[src/rtl/serial_adder_ctrl.sv]
// ---------------------------------------------------------------------------
// serial_adder_ctrl
//
// Bit-serial adder. On a start pulse accepted in IDLE it loads two WIDTH-bit
// operands and a carry-in. It then adds one bit pair per clock, LSB first,
// through a single full-adder slice, and registers the carry between bits.
// After WIDTH bit-cycles it updates the held result (sum, carry-out and
// signed overflow) and pulses done for one cycle.
//
// Ports:
//   clk      in   rising-edge clock
//   rst      in   asynchronous active-high reset
//   start    in   request pulse, sampled only in IDLE
//   a_in     in   [WIDTH] operand A
//   b_in     in   [WIDTH] operand B
//   c_in     in   carry into bit 0
//   busy     out  high while bits are being processed (SHIFT)
//   done     out  one-cycle strobe, result registers just updated
//   sum      out  [WIDTH] result of last completed addition
//   c_out    out  carry out of the MSB of the last addition
//   overflow out  signed overflow of the last addition
// ---------------------------------------------------------------------------
module serial_adder_ctrl #(
    parameter int WIDTH = 4
) (
    input  logic             clk,
    input  logic             rst,
    input  logic             start,
    input  logic [WIDTH-1:0] a_in,
    input  logic [WIDTH-1:0] b_in,
    input  logic             c_in,
    output logic             busy,
    output logic             done,
    output logic [WIDTH-1:0] sum,
    output logic             c_out,
    output logic             overflow
);

    localparam int CW = $clog2(WIDTH + 1);
    localparam logic [CW-1:0] CNT_LAST = CW'(WIDTH - 1);
    localparam logic [CW-1:0] CNT_PRE  = CW'(WIDTH - 2);

    typedef enum logic [1:0] {
        IDLE  = 2'd0,
        SHIFT = 2'd1,
        DONE  = 2'd2
    } state_t;

    state_t state;
    state_t state_nxt;

    logic [WIDTH-1:0] a_sr;
    logic [WIDTH-1:0] b_sr;
    logic [WIDTH-1:0] s_sr;
    logic             cy;
    logic             cmsb;
    logic [CW-1:0]    cnt;

    logic             bit_sum;
    logic             bit_cy;
    logic [WIDTH-1:0] s_next;

    // Full-adder slice: the one cell reused for every bit position.
    function automatic logic fa_sum(input logic a, input logic b, input logic c);
        return a ^ b ^ c;
    endfunction

    function automatic logic fa_carry(input logic a, input logic b, input logic c);
        return (a & b) | (a & c) | (b & c);
    endfunction

    assign bit_sum = fa_sum(a_sr[0], b_sr[0], cy);
    assign bit_cy  = fa_carry(a_sr[0], b_sr[0], cy);
    // New sum bit enters at the MSB so after WIDTH shifts bit 0 sits at LSB.
    assign s_next  = {bit_sum, s_sr[WIDTH-1:1]};

    // State register
    always_ff @(posedge clk or posedge rst) begin
        if (rst) begin
            state <= IDLE;
        end else begin
            state <= state_nxt;
        end
    end

    // Next-state and control outputs
    always_comb begin
        state_nxt = state;
        busy      = 1'b0;
        done      = 1'b0;
        case (state)
            IDLE: begin
                if (start) begin
                    state_nxt = SHIFT;
                end
            end
            SHIFT: begin
                busy = 1'b1;
                if (cnt == CNT_LAST) begin
                    state_nxt = DONE;
                end
            end
            DONE: begin
                done      = 1'b1;
                state_nxt = IDLE;
            end
            default: begin
                state_nxt = IDLE;
            end
        endcase
    end

    // Datapath: operand load, bit-serial add, result capture
    always_ff @(posedge clk or posedge rst) begin
        if (rst) begin
            a_sr     <= '0;
            b_sr     <= '0;
            s_sr     <= '0;
            cy       <= 1'b0;
            cmsb     <= 1'b0;
            cnt      <= '0;
            sum      <= '0;
            c_out    <= 1'b0;
            overflow <= 1'b0;
        end else begin
            case (state)
                IDLE: begin
                    if (start) begin
                        a_sr <= a_in;
                        b_sr <= b_in;
                        cy   <= c_in;
                        cnt  <= '0;
                    end
                end
                SHIFT: begin
                    a_sr <= a_sr >> 1;
                    b_sr <= b_sr >> 1;
                    s_sr <= s_next;
                    cy   <= bit_cy;
                    cnt  <= cnt + 1'b1;
                    // The carry leaving bit WIDTH-2 is the carry into the MSB;
                    // it is needed later to form signed overflow.
                    if (cnt == CNT_PRE) begin
                        cmsb <= bit_cy;
                    end
                    if (cnt == CNT_LAST) begin
                        sum      <= s_next;
                        c_out    <= bit_cy;
                        overflow <= cmsb ^ bit_cy;
                    end
                end
                default: begin
                end
            endcase
        end
    end

endmodule

[config.mk]
export PLATFORM = sky130hd
export DESIGN_NAME = serial_adder_ctrl
export DESIGN_NICKNAME = d
export VERILOG_FILES = /design/src/rtl/serial_adder_ctrl.sv
export SDC_FILE = /design/constraint.sdc
export NUM_CORES = 1
export LEC_CHECK = 0
export ABC_AREA = 1
export CORE_UTILIZATION = 53
export CTS_BUF_LIST = sky130_fd_sc_hd__clkbuf_8
export DETAILED_ROUTE_END_ITERATION = 12
export MAX_ROUTING_LAYER = met4
export PLACE_DENSITY = 0.78
export SYNTH_ARGS = -nofsm -noshare
export SYNTH_HDL_FRONTEND = slang
export SYNTH_SLANG_ARGS = --single-unit
[constraint.sdc]
create_clock -name clk -period 1.55 [get_ports clk]
set_input_delay 0.31 -clock clk [delete_from_list [all_inputs] [get_ports clk]]
set_output_delay 0.31 -clock clk [all_outputs]
set_load 0.005 [all_outputs]
### After elaboration in Yosys (flattened, before gate mapping)

Index checks and enable logic that the tools add are counted.

* $add $sub $neg: 1
* equal/unequal tests: 6
* mux-type cells: 13
* bitwise gates (word level): 8
* reduce and logical (&&, ||, !) cells: 6

Operators by type and width (number)
* $pmux 4 s2: 2
* $mux 4: 2
* $reduce_and 2->1: 4
* $eq 3x2->1 const B: 2
* $pmux 3 s2: 1
* $mux 2: 2
* $ne 2x2->1 const B: 2
* $pmux 2 s2: 1
* $add 3x1->3 const B: 1
* $and 1x1->1: 3
* $mux 1: 3
* $mux 3: 1
* $xor 1x1->1: 3
* $eq 2x1->1 const B: 1
* $eq 2x2->1 const B: 1
* $logic_not 2->1: 1
* $or 1x1->1: 2
* $pmux 1 s2: 1
* $reduce_bool 2->1: 1

* register bits: 25
* output and inout bits: 8
* logic and storage cells: 44

### Depth between registers and ports, before layout

Gate-level depths: netlist of run 1.

* depth in word-level cells: 4
* gate-level depth with buffers: 6
* mapped depth without buffers: 6

### Least setup slack after synthesis of run 1

OpenSTA, ideal clock, no wires.

* kind: register to register
* start point: register a_sr[0]
* end point: register cy
* library setup time: 0.117 ns
* data arrival time: 1.103 ns
* data required time: 1.433 ns
* slack: 0.330 ns
* stages on the path, launching flop included: 6
* buffers on the path: 0
* path through: dfrtp_1 -> fa_1 -> inv_1 -> nand3_1 -> nand3_1 -> nand2_1

* word-level cells in the longest chain between the ends: 4
* elaborated cells between the ends (all ways): 5
* classes of those cells: mux: 1; bitwise: 4

RTL lines
* from (decl): line 52 `logic [WIDTH-1:0] a_sr;`
* from (signal assigned): line 129 `a_sr <= a_in;`
* from (signal assigned): line 136 `a_sr <= a_sr >> 1;`
* $and 1x1->1: line 69 `return (a & b) | (a & c) | (b & c);`
* $or 1x1->1 * (2 in series): line 69
* named net bit_cy: line 60 `logic bit_cy;`
* $pmux 1 s2 *: line 126 `case (state)`
* to (signal assigned): line 131 `cy <= c_in;`
* to (signal assigned): line 139 `cy <= bit_cy;`
* to (decl): line 55 `logic cy;`

The timed path passes the listed nets; every way through them passes the cells marked *.
A chain may end at the register's enable or synchronous reset.

### Worst setup path after layout of run 1

* start point: register state[1]
* end point: output done

* word-level cells in the longest chain between the ends: 2

RTL lines
* from (decl): line 49 `state_t state;`
* from (signal assigned): line 82 `state <= state_nxt;`
* $eq 2x2->1: line 91 `case (state)`
* $mux 1: line 91
* to (decl): line 33 `output logic done,`

Every way passes these cells.

==> flow_summary_export.csv, run 1 <==
group,metric,value,unit
die,dieArea,0.00233,sq mm
setup_path,cp_max_fo,2,
logic_synthesis,syn_area,0.00113,sq mm
logic_synthesis,synth_cell_types,19,
sta,worst_pin_slew,0.444,ns
power,internal-power,1.72,mW
power,combPwrFrac,0.469,
cells_and_area,multi_input_area,432,sq um
global_routing,track_usage,0.229,
logic_synthesis,yosysWarnings,0,
setup_path,slowest_stage,"dfrtp_1",
detailed_routing,route.detailed.wl_per_inst,11.9,um
cells_and_area,drive_gt1_frac,0.106,
detailed_routing,first_pass_iters,4,
clocking,clockBufferDepth,2,
cells_and_area,stdcell_count,187,
clocking,htreeDepth,1,
setup_path,required,1.24,ns
placement,io_buffers,19,
cells_and_area,final_common_cell,"nand2_1",
cells_and_area,antenna_cells,0,
global_routing,overflow,0,
detailed_routing,final_antenna_net_count,0,
placement,place.gp.congestion,0.738,
global_routing,grt_pass1_vias,818,
logic_synthesis,ys_seq_area_frac,0.529,
clocking,cts_buffers,3,
hold_path,hp-class,"in -> async",
die,die-height,48.3,um
sta,fmax,679,MHz
sta,skew,0.00518,ns
power,cellLeakagePower,0.752,nW
power,powerDensity,1970,mW/mm^2
logic_synthesis,syn_inst,134,
global_routing,grt_pass1_wl,3530,um
logic_synthesis,syn_avg_cell_area,8.47,sq um
flow_run,maxCapViolCount,0,
setup_path,timing.rr.end,"b_sr[0]$_DFFE_PP0P_",
logic_synthesis,syn_nets,150,
setup_path,r2r_slack,0.14,ns
clocking,hold_buffers,0,
placement,dp_hpwl,1480,um
sta,period_needed,1.47,ns
clocking,cts_tree,"yes",
sta,setup_viol,0,
clocking,clock_latency,0.27,ns
detailed_routing,via_count,946,
detailed_routing,drt_first_iter_violations,26,
setup_path,start_kind,"flop",
placement,placedCellCount,181,
power,ir_worst_vdd,1.27,mV
logic_synthesis,ys_seq_elements,24,
cells_and_area,seq_area,601,sq um
setup_path,critPathKind,"reg -> out",
sta,fin_tns_setup,0,ns
outcome,status,"finished clean",
sta,max_slew_margin,0.704,
sta,finalHoldViolCount,0,
setup_path,r2r_cells,7,
sta,post-route-period-util,0.951,
clocking,clock-sinks,24,
power,total_power,2.83,mW
cells_and_area,layout_common_cells,"nand2_1 (42), dfrtp_1 (24), inv_1 (21), clkdlybuf4s50_1 (17), nand3_1 (14)",
clocking,root_buffer,"clkbuf_8",
power,swShare,0.392,
sta,rsz0062_at_grt,"no",
power,pwr-share-clk,0.148,
detailed_routing,drc,0,
cells_and_area,nNetsFinal,177,
setup_path,cpPeakStageDelay,0.39,ns
setup_path,worstPathArrival,1.16,ns
die,die_x,48.3,um
die,core_area,0.00198,sq mm
die,io_pins,20,
cells_and_area,syn_to_final_growth,26.6,%
global_routing,antenna_found_initial,0,
cells_and_area,n_fill_cell,153,
detailed_routing,routed_wl,2220,um
die,start_util,0.573,
global_routing,grt_max_degree,25,
detailed_routing,via_per_inst,5.06,
power,p_switching,1.11,mW
power,seqPwrFrac,0.383,
setup_path,crit_path_end_kind,"output pin",
setup_path,timing.rr.start,"state[1]$_DFFE_PP0P_",
sta,slew_violations,0,
setup_path,crit_chain,"buf_4 > inv_1 > nor2_1 > dlygate4sd2_1",
clocking,cts.clk_slew.worst_paths,0.08,ns
sta,fin_hold_ws,0.383,ns
die,fp-row-count,16,
## worst max-delay path by stage
stage / from / to / depth (start not counted)
after floorplan: a_sr[0]$_DFFE_PP0P_ / cy$_DFFE_PP0P_ / 5
after global routing: state[1]$_DFFE_PP0P_ / done / 4
after CTS: state[1]$_DFFE_PP0P_ / done / 4
after detailed placement: start / b_sr[0]$_DFFE_PP0P_ / 4
final: state[1]$_DFFE_PP0P_ / done / 4
after global placement: state[1]$_DFFE_PP0P_ / done / 3
## synthesized netlist by cell type
cell     count  area share
o21ai_0      5       0.022
nand2_1     42        0.14
xor2_1       1      0.0077
buf_4        2       0.013
nand2_4      1      0.0099
buf_2        1      0.0044
inv_1       21       0.069
fa_1         1       0.018
o21ai_2      1      0.0077
nand3_1     14       0.062
nor2_4       1      0.0099
dfrtp_1     24        0.53
ha_1         3       0.033
inv_2        1      0.0033
a21oi_1      1      0.0044
nand2_2      3       0.017
o21ai_1      8       0.035
nor2_1       3      0.0099
nand4_1      1      0.0055
## worst max-delay path, delay by kind of cell (launching register included)
| family | cells | cell delay [ns] |
|---|---|---|
| flip-flops | 1 | 0.39 |
| AND/OR/NAND/NOR | 1 | 0.04 |
| buffers and inverters | 3 | 0.46 |
## layer usage
| metal | part of all wire | GRT usage | vias up |
|---|---|---|---|
| met3 | 0.038 | 0.0222 | 5 |
| met4 | 0.019 | 0.100 | 0 |
| met2 | 0.50 | 0.365 | 31 |
| met5 | 0 | - | - |
| met1 | 0.45 | 0.295 | 448 |
| li1 | - | - | 462 |
## area by class of cell
cell class	count	share of cell area
flip-flops and latches	24	0.418
multi-input cells	85	0.301
repair buffers	25	0.162
inverters	22	0.0575
clock buffers	4	0.0383
well taps	27	0.0235
## power groups by stage
stage               Sequential, mW  Clock (mW)  Combinational, mW
global route                  1.12       0.451               1.50
detailed placement            1.10           0               1.30
finish                        1.08       0.420               1.33
global placement              1.08           0               1.25
floorplan                     1.07           0              0.880
CTS                           1.09       0.426               1.32
## cells by family after synthesis
| family | synth area share |
|---|---|
| adder cells (fa/ha/maj) | 0.0507 |
| flip-flops | 0.529 |
| buffers and inverters | 0.0904 |
| AO/OA/AOI/OAI | 0.0695 |
| XOR/XNOR | 0.00772 |
| AND/OR/NAND/NOR | 0.252 |
## flip-flops by register name, indices dropped and copies added (netlist names)
name and cells:
cy 1, b_sr 4, c_out 1, overflow 1, s_sr 3, a_sr 4
sum 4, cmsb 1, cnt 3, state 2
## what timing repair did
item                       CTS  global route
gates resized for setup      2             0
setup endpoints to repair    2             3
setup buffers                1             1
pin swaps                    0             0
## stage by stage
| stage | cell area, sq um | worst slack (ns) | utilization |
|---|---|---|---|
| final | 1440 | 0.0762 | 0.725 |
| after global routing | 1440 | 0.00697 | 0.725 |
| after CTS | 1430 | 0.0401 | 0.721 |
| after detailed placement | 1370 | 0.163 | 0.691 |
| after global placement | 1370 | 0.185 | 0.691 |
| after floorplan | 1130 | 0.330 | - |
(Power assumes the default switching activity.)
==> run 2: changes to the inputs <==
Settings changed: CORE_ASPECT_RATIO from default to 0.6, CORE_UTILIZATION 53 to 35, PLACE_DENSITY 0.78 to 0.55.
==> run 2 against run 1 <==
  * Total power is 0.24% lower
  * Fmax is 2.1% higher
  * Sequential power hardly changed
  * Die area is 49% higher
  * Sequential cell count stayed put
  * Cell count is 8.0% higher
  * Sequential share of layout area is 0.54 points lower
  * Clock skew is 0.0019 ns higher
  * Clock power hardly changed
  * Setup slack better by 0.031 ns
  * Largest power group unchanged
==> flow_summary_export.csv, run 2 (synthesis gave the netlist of run 1 again) <==
group,metric,value,unit
cells_and_area,nNetsFinal,177,
power,powerDensity,1940,mW/mm^2
die,fp-row-count,15,
outcome,status,"finished clean",
power,ir_worst_vdd,0.779,mV
die,die_x,75.5,um
power,internal-power,1.73,mW
detailed_routing,route.detailed.wl_per_inst,11.1,um
sta,post-route-period-util,0.931,
sta,slew_violations,0,
power,p_switching,1.10,mW
global_routing,grt_pass1_wl,3620,um
placement,place.gp.congestion,0.722,
sta,skew,0.00706,ns
clocking,htreeDepth,1,
setup_path,critPathKind,"reg -> out",
placement,dp_hpwl,1670,um
cells_and_area,drive_gt1_frac,0.106,
flow_run,maxCapViolCount,0,
power,swShare,0.389,
cells_and_area,n_fill_cell,288,
sta,rsz0062_at_grt,"no",
detailed_routing,drt_first_iter_violations,38,
setup_path,cpPeakStageDelay,0.51,ns
placement,io_buffers,19,
setup_path,start_kind,"flop",
sta,worst_pin_slew,0.323,ns
power,combPwrFrac,0.471,
detailed_routing,via_count,881,
detailed_routing,via_per_inst,4.36,
global_routing,track_usage,0.152,
setup_path,cp_max_fo,2,
setup_path,slowest_stage,"clkdlybuf4s50_1",
global_routing,grt_pass1_vias,784,
die,die-height,46.1,um
global_routing,overflow,0,
detailed_routing,first_pass_iters,4,
power,seqPwrFrac,0.381,
detailed_routing,routed_wl,2230,um
sta,fmax,693,MHz
setup_path,cp_num_buf_inv,1,
die,start_util,0.383,
sta,max_slew_margin,0.784,
clocking,clockBufferDepth,2,
detailed_routing,drc,0,
setup_path,required,1.24,ns
sta,fin_tns_setup,0,ns
cells_and_area,final_util,0.491,
setup_path,crit_chain,"clkdlybuf4s50_1",
cells_and_area,final_common_cell,"nand2_1",
cells_and_area,reg.largest.list,"a_sr x4, b_sr x4, sum x4",
clocking,cts_buffers,3,
die,dieArea,0.00348,sq mm
cells_and_area,seq_area,601,sq um
sta,period_needed,1.44,ns
hold_path,hp-class,"in -> async",
clocking,clock_latency,0.27,ns
cells_and_area,syn_to_final_growth,28.2,%
cells_and_area,antenna_cells,0,
die,core_area,0.00297,sq mm
sta,finalHoldViolCount,0,
clocking,clock-sinks,24,
clocking,cts.clk_slew.worst_paths,0.08,ns
power,cellLeakagePower,0.751,nW
power,pwr-share-clk,0.148,
detailed_routing,final_antenna_net_count,0,
setup_path,crit_family,"buffers and inverters",
cells_and_area,multi_input_area,432,sq um
die,io_pins,20,
sta,setup_viol,0,
global_routing,grt_max_degree,25,
setup_path,crit_path_end_kind,"output pin",
global_routing,antenna_found_initial,0,
clocking,cts_tree,"yes",
clocking,root_buffer,"clkbuf_8",
cells_and_area,layout_common_cells,"nand2_1 (42), dfrtp_1 (24), inv_1 (21), clkdlybuf4s50_1 (17), nand3_1 (14)",
setup_path,worstPathArrival,1.13,ns
==> run 2: cell counts in the layout (fill, tap and decap cells not counted) <==
Identical to the previous run, type by type.
==> run 2: metal layers <==
layer  routed length (um)  up-vias  GRT usage
met2                  911       15      0.214
met3                   95        2     0.0525
met4                    8        0     0.0333
li1                     -      470          -
met5                    0        -          -
met1                 1220      394      0.211
==> run 2: cell type report <==
class / instances / share of cell area
clock buffers: 4 / 0.0378
well taps: 42 / 0.0361
multi-input cells: 85 / 0.297
flip-flops and latches: 24 / 0.413
inverters: 22 / 0.0567
repair buffers: 25 / 0.160
==> run 2: power groups by stage <==
stage	combinational, mW	sequential (mW)	clock [mW]
floorplan	0.880	1.07	0
global placement	1.32	1.08	0
detailed placement	1.35	1.09	0
CTS	1.36	1.08	0.434
global route	1.53	1.12	0.469
finish	1.33	1.08	0.420
==> run 2: worst paths after layout <==
path                                      start                    to  slack, ns  depth (start not counted)
setup / recovery              c_out$_DFFE_PP0P_                 c_out       0.11                          1
hold / removal                              rst   a_sr[0]$_DFFE_PP0P_       0.39                          3
setup reg to reg           state[1]$_DFFE_PP0P_   b_sr[1]$_DFFE_PP0P_       0.20                          6
hold reg to reg              sum[1]$_DFFE_PP0P_    sum[1]$_DFFE_PP0P_       0.48                          2
max in group asynchronous                   rst  state[1]$_DFFE_PP0P_       0.93                          3
min in group clk             sum[1]$_DFFE_PP0P_    sum[1]$_DFFE_PP0P_       0.48                          2
==> run 2: worst min-delay path, cell delays in order <==
cell and delay, ns:
clkdlybuf4s50_1 0.40, inv_1 0.05, buf_4 0.29
==> run 2: timing repair <==
item / CTS / global route
setup buffers: 1 / 0
gates resized for setup: 2 / 0
setup endpoints to repair: 2 / 0
hold buffers: 0 / 0
==> run 2: stage by stage <==
stage	hold WS [ns]	worst slack [ns]	instances	instance area (sq um)	power, mW
floorplan	0.325	0.330	134	1130	1.95
global placement	0.458	0.191	197	1400	2.40
detailed placement	0.468	0.186	197	1400	2.44
CTS	0.393	0.0986	202	1460	2.87
global route	0.427	0.0511	202	1460	3.12
finish	0.386	0.107	202	1460	2.83
